--- src/rtl/serial_mult_q.sv ---
// Bit-serial sign-magnitude multiplier: a latched neuron operand times a weight streamed MSB first,
// rounded half-up back to the neuron format with saturation.
module serial_mult_q #(
    parameter  int INT_W      = 5,
    parameter  int FRAC_W     = 10,
    parameter  int WGT_INT_W  = 5,
    parameter  int WGT_FRAC_W = 10,
    localparam int DATA_W     = 1 + INT_W + FRAC_W,
    localparam int WGT_W      = 1 + WGT_INT_W + WGT_FRAC_W
) (
    input  logic              clk,
    input  logic              reset,
    input  logic              in_valid,
    output logic              in_ready,
    input  logic [DATA_W-1:0] in_neuron,
    input  logic              w_valid,
    output logic              w_ready,
    input  logic              w_bit,
    output logic              out_valid,
    input  logic              out_ready,
    output logic [DATA_W-1:0] out_data,
    output logic              out_ovf
);
    localparam int MAG_W = DATA_W - 1;
    localparam int ACC_W = MAG_W + WGT_W - 1;
    localparam int SUM_W = ACC_W + 1;
    localparam int CNT_W = (WGT_W > 1) ? $clog2(WGT_W) : 1;
    localparam logic [SUM_W-1:0] RND_INC = SUM_W'(1) << (WGT_FRAC_W - 1);
    localparam logic [SUM_W-1:0] MAG_MAX = (SUM_W'(1) << MAG_W) - SUM_W'(1);

    typedef enum logic [1:0] {IDLE, SHIFT, ROUND, OUT} state_t;

    state_t             state, state_nxt;
    logic               n_sign, w_sign;
    logic [MAG_W-1:0]   n_mag;
    logic [ACC_W-1:0]   acc;
    logic [CNT_W-1:0]   cnt;
    logic               w_fire, last_bit;
    logic [SUM_W-1:0]   sum, rnd;
    logic               ovf, res_sign;
    logic [MAG_W-1:0]   res_mag;

    assign w_fire   = w_valid && w_ready;
    assign last_bit = (cnt == CNT_W'(WGT_W - 1));

    always_ff @(posedge clk) begin
        if (reset) state <= IDLE;
        else       state <= state_nxt;
    end

    always_comb begin
        state_nxt = state;
        in_ready  = 1'b0;
        w_ready   = 1'b0;
        out_valid = 1'b0;
        case (state)
            IDLE: begin
                in_ready = 1'b1;
                if (in_valid) state_nxt = SHIFT;
            end
            SHIFT: begin
                w_ready = 1'b1;
                if (w_valid && last_bit) state_nxt = ROUND;
            end
            ROUND: state_nxt = OUT;
            OUT: begin
                out_valid = 1'b1;
                if (out_ready) state_nxt = IDLE;
            end
            default: state_nxt = IDLE;
        endcase
    end

    // Accumulator is wide enough for the full product; only ROUND narrows it.
    always_comb begin
        sum      = {1'b0, acc} + RND_INC;
        rnd      = sum >> WGT_FRAC_W;
        ovf      = (rnd > MAG_MAX);
        res_mag  = ovf ? {MAG_W{1'b1}} : rnd[MAG_W-1:0];
        res_sign = (n_sign ^ w_sign) & (|res_mag);
    end

    always_ff @(posedge clk) begin
        if (reset) begin
            n_sign   <= 1'b0;
            n_mag    <= '0;
            w_sign   <= 1'b0;
            acc      <= '0;
            cnt      <= '0;
            out_data <= '0;
            out_ovf  <= 1'b0;
        end else begin
            if (in_valid && in_ready) begin
                n_sign <= in_neuron[DATA_W-1];
                n_mag  <= in_neuron[MAG_W-1:0];
                acc    <= '0;
                cnt    <= '0;
            end
            // First streamed bit is the weight sign; the rest are magnitude, MSB first.
            if (w_fire) begin
                cnt <= cnt + CNT_W'(1);
                if (cnt == '0) w_sign <= w_bit;
                else           acc    <= (acc << 1) + (w_bit ? ACC_W'(n_mag) : ACC_W'(0));
            end
            if (state == ROUND) begin
                out_data <= {res_sign, res_mag};
                out_ovf  <= ovf;
            end
        end
    end
endmodule

--- config.mk ---
export PLATFORM = sky130hd
export DESIGN_NAME = serial_mult_q
export DESIGN_NICKNAME = d
export VERILOG_FILES = /design/src/rtl/serial_mult_q.sv
export SDC_FILE = /design/constraint.sdc
export NUM_CORES = 1
export LEC_CHECK = 0
export BUFFER_PORTS_ARGS = -buffer_cell sky130_fd_sc_hd__buf_4
export CAP_MARGIN = 20
export CORE_UTILIZATION = 50
export CTS_BUF_LIST = sky130_fd_sc_hd__clkbuf_4
export CTS_CLUSTER_DIAMETER = 50
export DETAILED_ROUTE_END_ITERATION = 10
export PLACE_DENSITY = 0.69
export SLEW_MARGIN = 15
export SYNTH_ARGS = -nofsm -noshare
export SYNTH_HDL_FRONTEND = slang
export SYNTH_SLANG_ARGS = --single-unit
--- constraint.sdc ---
create_clock -name clk -period 2.8 [get_ports clk]
set_input_delay 0.56 -clock clk [delete_from_list [all_inputs] [get_ports clk]]
set_output_delay 0.56 -clock clk [all_outputs]
set_load 0.005 [all_outputs]
# Word level (Yosys, flattened, before mapping)

Index checks and enable logic that the tools add are counted.

Flip-flop bits (word level): 70
Input port bits: 22

$add $sub $neg: 3
Magnitude comparators: 1
Equality and inequality tests: 7
Muxes and demuxes: 14
Bitwise logic cells: 2
Reduce and logical (&&, ||, !) cells: 9

Operator list:

| cell                                                                              | number |
|---|---|
| 30-bit 2-to-1 mux                                                                 | 3 |
| 30-bit by 10-bit adder with 31-bit output, second input constant                  | 1 |
| 30-bit by 15-bit adder with 30-bit output                                         | 1 |
| 15-bit 2-to-1 mux                                                                 | 2 |
| 21-bit by 15-bit greater-than comparator with 1-bit output, second input constant | 1 |
| 15-bit OR reduction                                                               | 1 |
| 4-bit 2-to-1 mux                                                                  | 2 |
| 2-bit case mux with 4 select lines                                                | 1 |
| 2-bit 2-to-1 mux                                                                  | 3 |
| 2-bit inequality test, second input constant                                      | 3 |
| 4-bit by 1-bit adder with 4-bit output, second input constant                     | 1 |
| 2-bit == test, second input constant                                              | 2 |
| 4-bit == test, second input constant                                              | 1 |
| 4-bit logical NOT                                                                 | 1 |
| 1-bit logical AND                                                                 | 3 |
| 1-bit 2-to-1 mux                                                                  | 3 |
| 3-bit AND reduction                                                               | 1 |
| 2-bit by 1-bit == test with 1-bit output, second input constant                   | 1 |
| 2-bit logical NOT                                                                 | 1 |
| 2-bit AND reduction                                                               | 1 |
| 2-bit nonzero test                                                                | 1 |
| 1-bit AND                                                                         | 1 |
| 1-bit bitwise XOR                                                                 | 1 |

# Logic depth before layout (Yosys ltp)

Gate-level depths: netlist (run 1).

Word-level depth: 6
Gate-level depth with buffers: 10
Gate-level depth less buffers: 10

# Worst setup path after synthesis (run 1)

OpenSTA, ideal clock, no wires.

Path type: input to register
From: in w_bit
To: reg acc[22]
Library setup time: 0.122 ns
Data arrival time: 2.523 ns
Data required time: 2.678 ns
Setup slack: 0.155 ns
Cell stages on the path: 10
Buffers on the path: 1
Cell sequence: clkbuf_1 nand2_1 inv_1 ha_1 a211oi_1 o21bai_1 o31ai_2 a211oi_1 nor2b_1 a221o_1

Cells in the longest elaborated chain, start to end: 4

Ends and longest elaborated chain:

| item                                      | line | RTL |
|---|---|---|
| from (decl)                               | 18   | `input logic w_bit,` |
| 15-bit 2-to-1 mux                         | 103  | `else acc <= (acc << 1) + (w_bit ? ACC_W'(n_mag) : ACC_W'(0));` |
| 30-bit by 15-bit adder with 30-bit output | 103  |  |
| 30-bit 2-to-1 mux                         | 102  | `if (cnt == '0) w_sign <= w_bit;` |
| 30-bit 2-to-1 mux                         | 100  | `if (w_fire) begin` |
| to (signal assigned)                      | 103  |  |
| to (decl)                                 | 36   | `logic [ACC_W-1:0] acc;` |

Every way passes these cells.
A chain may end at the register's enable or synchronous reset.

# Worst setup path after layout (run 1)

From: reg n_mag[1]
To: reg acc[29]

Cells in the longest elaborated chain, start to end: 4

Ends and longest elaborated chain:

| item                                      | line | RTL |
|---|---|---|
| from (decl)                               | 35   | `logic [MAG_W-1:0] n_mag;` |
| from (signal assigned)                    | 95   | `n_mag <= in_neuron[MAG_W-1:0];` |
| 15-bit 2-to-1 mux                         | 103  |  |
| 30-bit by 15-bit adder with 30-bit output | 103  |  |
| 30-bit 2-to-1 mux                         | 102  |  |
| 30-bit 2-to-1 mux                         | 100  |  |

Every way passes these cells.

==> out/results.tsv, run 1 <==
stage	metric	value	unit
status	outcome	completed	
clock_tree	clk_latency	440	ps
pwr	p_leak	1.92	nW
grt	grt_pass1_wl	17700	um
clock_tree	root_buffer	clkbuf_4	
finish	design_area	4930	um^2
routing	routedWlPerCell	15.0	um
sta	rsz0062_at_grt	no	
synth	synth_warnings	0	
routing	final_antenna_net_count	0	
synth	synth_edf_count	0	
die	dieArea	8780	um^2
sta	fin_crit_sh	0.928	
sta	clock_skew	13.6	ps
placed_design	dp.cells	690	
synth	syn_nets	587	
synth	ys_ff_latch	70	
synth	async_flop_share	0	
clock_tree	cts.sinks	70	
finish	diodes	0	
routing	drc_errors	0	
clock_tree	cts_tree	yes	
flow_run	max_cap_violations	0	
sta	worstMarginPinSlew	981	ps
sta	relSlewSlack	0.344	
sta	drv_slew	0	
grt	grt-ovfl-total	0	
min_path	hold_class	primary input to flop	
grt	grt_pass1_vias	3842	
finish	nets	640	
pwr	peakVddDrop	0.343	mV
routing	firstDrtPassIters	4	
synth	syn_inst	543	
die	rows	33	
worst_setup_path	crit_type	flop to flop	
synth	netlist_area	4210	um^2
placed_design	numPortBuffers	41	
synth	avgSynthCellArea	7.74	um^2
clock_tree	cts_buffers	9	
die	die_h	93.7	um
grt	grt_usage	0.258	
placed_design	dp_hpwl	7630	um
clock_tree	hold_buffers	0	
finish	fillers	748	
worst_setup_path	critical_path.endpoint_type	flop	
routing	viasPerCell	5.76	
worst_setup_path	arrival	2970	ps
finish	syn2layout_area_growth	17.2	%
die	initial_core_util	0.514	
clock_tree	ctsResizeCount	0	
worst_setup_path	cp_max_fo	6	
min_path	hp-start	in_neuron[7]	
die	io_pins	42	
routing	drt-initial-drc-count	188	
clock_tree	clk_pin_slew	120	ps
sta	min_period	2600	ps
clock_tree	htree_levels	3	
die	die_w	93.7	um
grt	grt_max_degree	33	
placed_design	place_congestion	0.852	
synth	synth_cell_types	62	
grt	grt_antenna_before_repair	0	
sta	fin_setup_tns	0	ps
worst_setup_path	startpoint	n_mag[1]	
worst_setup_path	start_kind	flop	
finish	layout-drive-gt1-share	0.171	
synth	ys.flop_type	dfxtp_1	
worst_setup_path	critPathRequiredTime	3170	ps
finish	instances_no_fill	706	
synth	seq_area_frac_synth	0.333	
clock_tree	cts_setup_buffers	0	
worst_setup_path	timing.rr.start	n_mag[1]	
clock_tree	clk_path_buf_depth	2	
routing	vias	4069	
sta	max_freq	385	MHz
pwr	powerDensity	592	nW/um^2
sta	hold_violations	0	
sta	setup_viol	0	
die	core	8180	um^2
placed_design	placed_cell_area	4770	um^2
routing	wl	10600	um
power breakdown:
group	internal [mW]	leakage, nW	switching, mW
sequential	1.15	0.568	0.0879
clock	0.371	0.0880	0.387
combinational	0.415	1.27	0.505
Yosys cell counts, types with 4 or more instances:
cell	count	area share
a211oi_1	23	0.041
nand4_1	10	0.015
and2_1	17	0.025
o211ai_1	6	0.011
a31oi_1	8	0.012
o21a_1	5	0.0089
clkbuf_1	20	0.018
nand2_1	82	0.073
o21ai_0	15	0.018
ha_1	21	0.062
a32o_1	5	0.012
inv_1	15	0.013
nor3_1	16	0.019
dfxtp_1	70	0.33
a21oi_1	44	0.052
xnor2_1	24	0.050
nor2_1	56	0.050
buf_2	9	0.011
nand3_1	19	0.023
xor2_1	6	0.012
or2_2	4	0.0059
or3_1	5	0.0074
worst max-delay path: stages, from the launching register on:
cell      delay (ps)
dfxtp_1          350
and2_1           130
ha_1             160
inv_1             50
fa_1             380
nor2b_1          170
o2111a_1         230
o21a_1           260
o311ai_1         160
or4_1            520
nand3_1          110
per-layer routing:
| layer | share of wire | GRT usage | vias up | wire length [um] |
|---|---|---|---|---|
| li1 | - | - | 2047 | - |
| met1 | 0.44 | 0.312 | 1882 | 4680 |
| met2 | 0.48 | 0.432 | 118 | 5140 |
| met3 | 0.047 | 0.0477 | 22 | 498 |
| met4 | 0.026 | 0.136 | 0 | 278 |
| met5 | 0 | 0 | - | 0 |
cell usage in the layout, fill, tap and decap left out, types with 6 or more instances in the layout:
cell / instances
clkbuf_4: 10
ha_1: 21
nor3_1: 15
inv_1: 15
nand2_1: 82
buf_4: 76
nand4_1: 10
nor2_1: 56
a21oi_1: 44
dfxtp_1: 70
a211oi_1: 23
nand3_1: 19
xor2_1: 6
a31oi_1: 8
o211ai_1: 6
and2_1: 17
xnor2_1: 24
o21ai_0: 15
worst paths after layout:
| path | to | slack, ps | cells after the start |
|---|---|---|---|
| max | acc[29] | 200 | 10 |
| min | n_mag[7] | 350 | 3 |
| max reg2reg | acc[29] | 200 | 10 |
| min reg2reg | n_mag[6] | 460 | 2 |
flip-flops by register name (all words and copies together), names as in the netlist:
signal	flops
n_mag	15
state	2
out_ovf	1
w_sign	1
out_data	16
cnt	4
acc	30
n_sign	1
final cells by class:
class,instances,area (um^2),area share
multi-input cells,424,2610,0.529
flip-flops and latches,70,1400,0.284
repair buffers,76,571,0.116
well taps,105,131,0.0267
clock inverters,6,86.3,0.0175
clock buffers,10,75.1,0.0152
inverters,15,56.3,0.0114
cell families after synthesis:
| group | count (synthesis) | share of synthesized area |
|---|---|---|
| adders and majority gates | 22 | 0.0672 |
| xor gates and xnor gates | 30 | 0.0625 |
| muxes | 2 | 0.00476 |
| buffers and inverters | 49 | 0.0482 |
| DFF | 70 | 0.333 |
| and+or+nand+nor | 231 | 0.258 |
| AOI/OAI and AO/OA | 139 | 0.226 |
stage by stage:
step | power [mW] | setup slack [ps] | util | hold WS, ps
after floorplan | 1.81 | 155 | - | 432
after global placement | 2.16 | -42.7 | 0.583 | 437
after detailed placement | 2.18 | -88.6 | 0.583 | 444
after CTS | 2.93 | 231 | 0.603 | 334
after global routing | 3.11 | 60.6 | 0.603 | 325
final | 2.92 | 201 | 0.603 | 347
No activity file was read; power rests on OpenSTA's default activity.
==> inputs of run 2 (changes only) <==
Settings changed: ABC_AREA set to 1.
==> run 2 against run 1 <==
  * Clock-buffer cell count unchanged
  * Clock power up 4.2%
  * Synthesized cell count is 35% higher
  * Synthesized area is 9.3% higher
  * First-iteration DRC count decreased by 7.4%
  * Critical path depth up 5
  * Fmax up 4.1%
  * Power increased by 7.4%
  * Via count grew 17%
  * Combinational power rose by 18%
  * Cell area grew 6.6%
  * Clock skew increased by 9.9 ps
  * Critical endpoint is now acc[23]
  * Highest routed layer unchanged
==> out/results.tsv, run 2 <==
stage	metric	value	unit
status	outcome	completed	
routing	drc_errors	0	
finish	final_cell_mix	nand2_1 (182), nor2_1 (110), inv_1 (90)	
synth	async_flop_share	0	
die	core	8810	um^2
sta	timing.final.ws_setup	304	ps
synth	syn_inst	735	
grt	grt-ovfl-total	0	
worst_setup_path	critical_path.endpoint_type	flop	
die	io_pins	42	
worst_setup_path	crit_type	flop to flop	
sta	relSlewSlack	0.382	
clock_tree	clk_latency	430	ps
placed_design	post-place-ws	23.1	ps
finish	regMostFlops	acc	
die	initial_core_util	0.522	
sta	min_period	2500	ps
die	die_h	97.9	um
grt	grt_pass1_wl	21200	um
routing	wl	12800	um
clock_tree	htree_levels	3	
synth	ys_top_cells_by_area	dfxtp_1 (30%), nand2_1 (15%), nor2_1 (9.0%), inv_1 (7.4%), a21oi_1 (6.2%)	
die	rows	34	
min_path	hold_class	primary input to flop	
min_path	hp-start	in_neuron[14]	
worst_setup_path	worst_r2r_endpoint	acc[23]	
sta	fin_setup_tns	0	ps
sta	drv_slew	0	
sta	worstMarginPinSlew	928	ps
flow_run	max_cap_violations	0	
synth	yosysMostFrequentCell	nand2_1	
clock_tree	cts_buffers	9	
grt	grt_antenna_before_repair	0	
synth	synth_edf_count	0	
clock_tree	ctsResizeCount	0	
worst_setup_path	timing.rr.start	n_mag[1]	
clock_tree	cts_tree	yes	
routing	drt-met1-wl	5770	um
finish	layout-drive-gt1-share	0.121	
worst_setup_path	cp_max_fo	5	
synth	syn_nets	779	
synth	seq_area_frac_synth	0.305	
pwr	powerDensity	597	nW/um^2
min_path	min_to	n_mag[14]	
synth	yosys.area.top_type_share	0.305	
pwr	peakVddDrop	0.397	mV
finish	regArea	1400	um^2
worst_setup_path	critPathRequiredTime	3150	ps
sta	setup_viol	0	
clock_tree	hold_buffers	0	
worst_setup_path	arrival	2850	ps
synth	synth_commonest_cells	nand2_1 (182), nor2_1 (110), inv_1 (90)	
routing	drt-initial-drc-count	174	
synth	ys_ff_latch	70	
routing	routedWlPerCell	14.3	um
die	dieArea	9580	um^2
sta	clock_skew	23.6	ps
synth	synth_warnings	0	
finish	layout_commonest_cell	nand2_1	
clock_tree	clk_path_buf_depth	2	
routing	vias	4765	
routing	met2_length	6200	um
synth	synth_cell_types	36	
synth	avgSynthCellArea	6.25	um^2
routing	viasPerCell	5.35	
synth	netlist_area	4600	um^2
sta	rsz0062_at_grt	no	
placed_design	dp_hpwl	9360	um
sta	max_freq	401	MHz
finish	syn2layout_area_growth	14.3	%
placed_design	numPortBuffers	41	
sta	fin_crit_sh	0.891	
placed_design	place_congestion	0.963	
finish	fillers	923	
worst_setup_path	start_kind	flop	
worst_setup_path	rrSetupSlack	300	ps
worst_setup_path	slowest_delay	390	ps
routing	dr.max_layer_used	met4	
routing	dr_wl_met3	464	um
worst_setup_path	cp_slowest_cell	fa_1	
worst_setup_path	cpMostUsedCell	nand2_1	
die	die_w	97.9	um
clock_tree	clk_pin_slew	130	ps
finish	diodes	0	
sta	hold_violations	0	
grt	grt_usage	0.275	
grt	grt_max_degree	47	
routing	firstDrtPassIters	4	
pwr	p_leak	2.50	nW
clock_tree	cts_setup_buffers	0	
min_path	min_path_cells	3	
synth	ys.flop_type	dfxtp_1	
grt	grt_pass1_vias	4463	
worst_setup_path	ff2ff_path_depth	15	
clock_tree	cts.sinks	70	
routing	final_antenna_net_count	0	
finish	largest_reg_flops	30	
synth	yosys.area.top_type	dfxtp_1	
worst_setup_path	startpoint	n_mag[1]	
finish	multi_input_area	2750	um^2
worst_setup_path	path_cells	nand2_1 -> inv_1 -> ha_1 -> inv_1 -> fa_1 -> o21ai_0 -> nand2_1 -> nand2_1 -> nand3_1 -> nand2_1 -> nand2_1 -> nor2_1 -> xor2_1 -> nand2_1 -> a21oi_1	
finish	reg_top3	acc: 30 flops, out_data: 16 flops, n_mag: 15 flops	
clock_tree	root_buffer	clkbuf_4	
finish	nets	822	
run 2: changes by cell type after synthesis, moves of 13 or more:
cell / before / now
a211oi_1: 23 / 3
nand2_1: 82 / 182
nor2_1: 56 / 110
nand3_1: 19 / 55
a21oi_1: 44 / 57
and2_1: 17 / 0
nor3_1: 16 / 2
inv_1: 15 / 90
o21ai_0: 15 / 45
xnor2_1: 24 / 6
run 2: through the flow:
step	power [mW]	instances	cell area [um^2]	util	hold WS, ps
floorplan	1.95	735	4600	-	455
global placement	2.34	875	5080	0.577	466
detailed placement	2.37	875	5080	0.577	474
CTS	3.15	891	5250	0.596	372
global route	3.36	891	5250	0.596	371
finish	3.13	891	5250	0.596	386
run 2: cells by family (layout without fill, tap and decap cells):
| kind of cell | after synthesis | count (layout) | synth area share |
|---|---|---|---|
| AOI/OAI and AO/OA | 122 | 122 | 0.140 |
| xor gates and xnor gates | 19 | 19 | 0.0362 |
| adders and majority gates | 22 | 22 | 0.0615 |
| buffers and inverters | 117 | 165 | 0.0964 |
| DFF | 70 | 70 | 0.305 |
| and+or+nand+nor | 385 | 385 | 0.360 |
run 2: worst max-delay path, delay by kind of cell (launching register included):
kind	cells	cell delay (ps)
simple gates	8	860
fa+ha+maj	2	540
compound gates	2	400
flops	1	350
xor+xnor	1	170
buf+inv	2	100
run 2: how the worst max path moves through the flow:
| stage | end | slack (ps) | cells past startpoint |
|---|---|---|---|
| CTS | acc[23] | 310 | 15 |
| detailed placement | acc[23] | 20 | 16 |
| global placement | acc[23] | 9 | 16 |
| floorplan | acc[23] | 50 | 16 |
| finish | acc[23] | 300 | 15 |
| global route | acc[27] | 60 | 16 |
run 2: layout make-up:
type	instances	share of cell area
Inverter	93	0.0665
Clock inverter	6	0.0179
Tap cell	108	0.0257
Multi-Input combinational cell	548	0.524
Clock buffer	10	0.0143
Timing Repair Buffer	56	0.0848
Sequential cell	70	0.267
run 2: report_power, final:
part / switching, mW / internal [mW] / leakage [nW]
clock network: 0.411 / 0.378 / 0.0872
registers: 0.0923 / 1.16 / 0.570
logic: 0.671 / 0.421 / 1.84
run 2: per-layer routing:
metal | vias to the layer above | track usage
li1 | 2440 | -
met1 | 2189 | 0.348
met2 | 109 | 0.476
met3 | 27 | 0.0415
met4 | 0 | 0.0909
met5 | - | 0
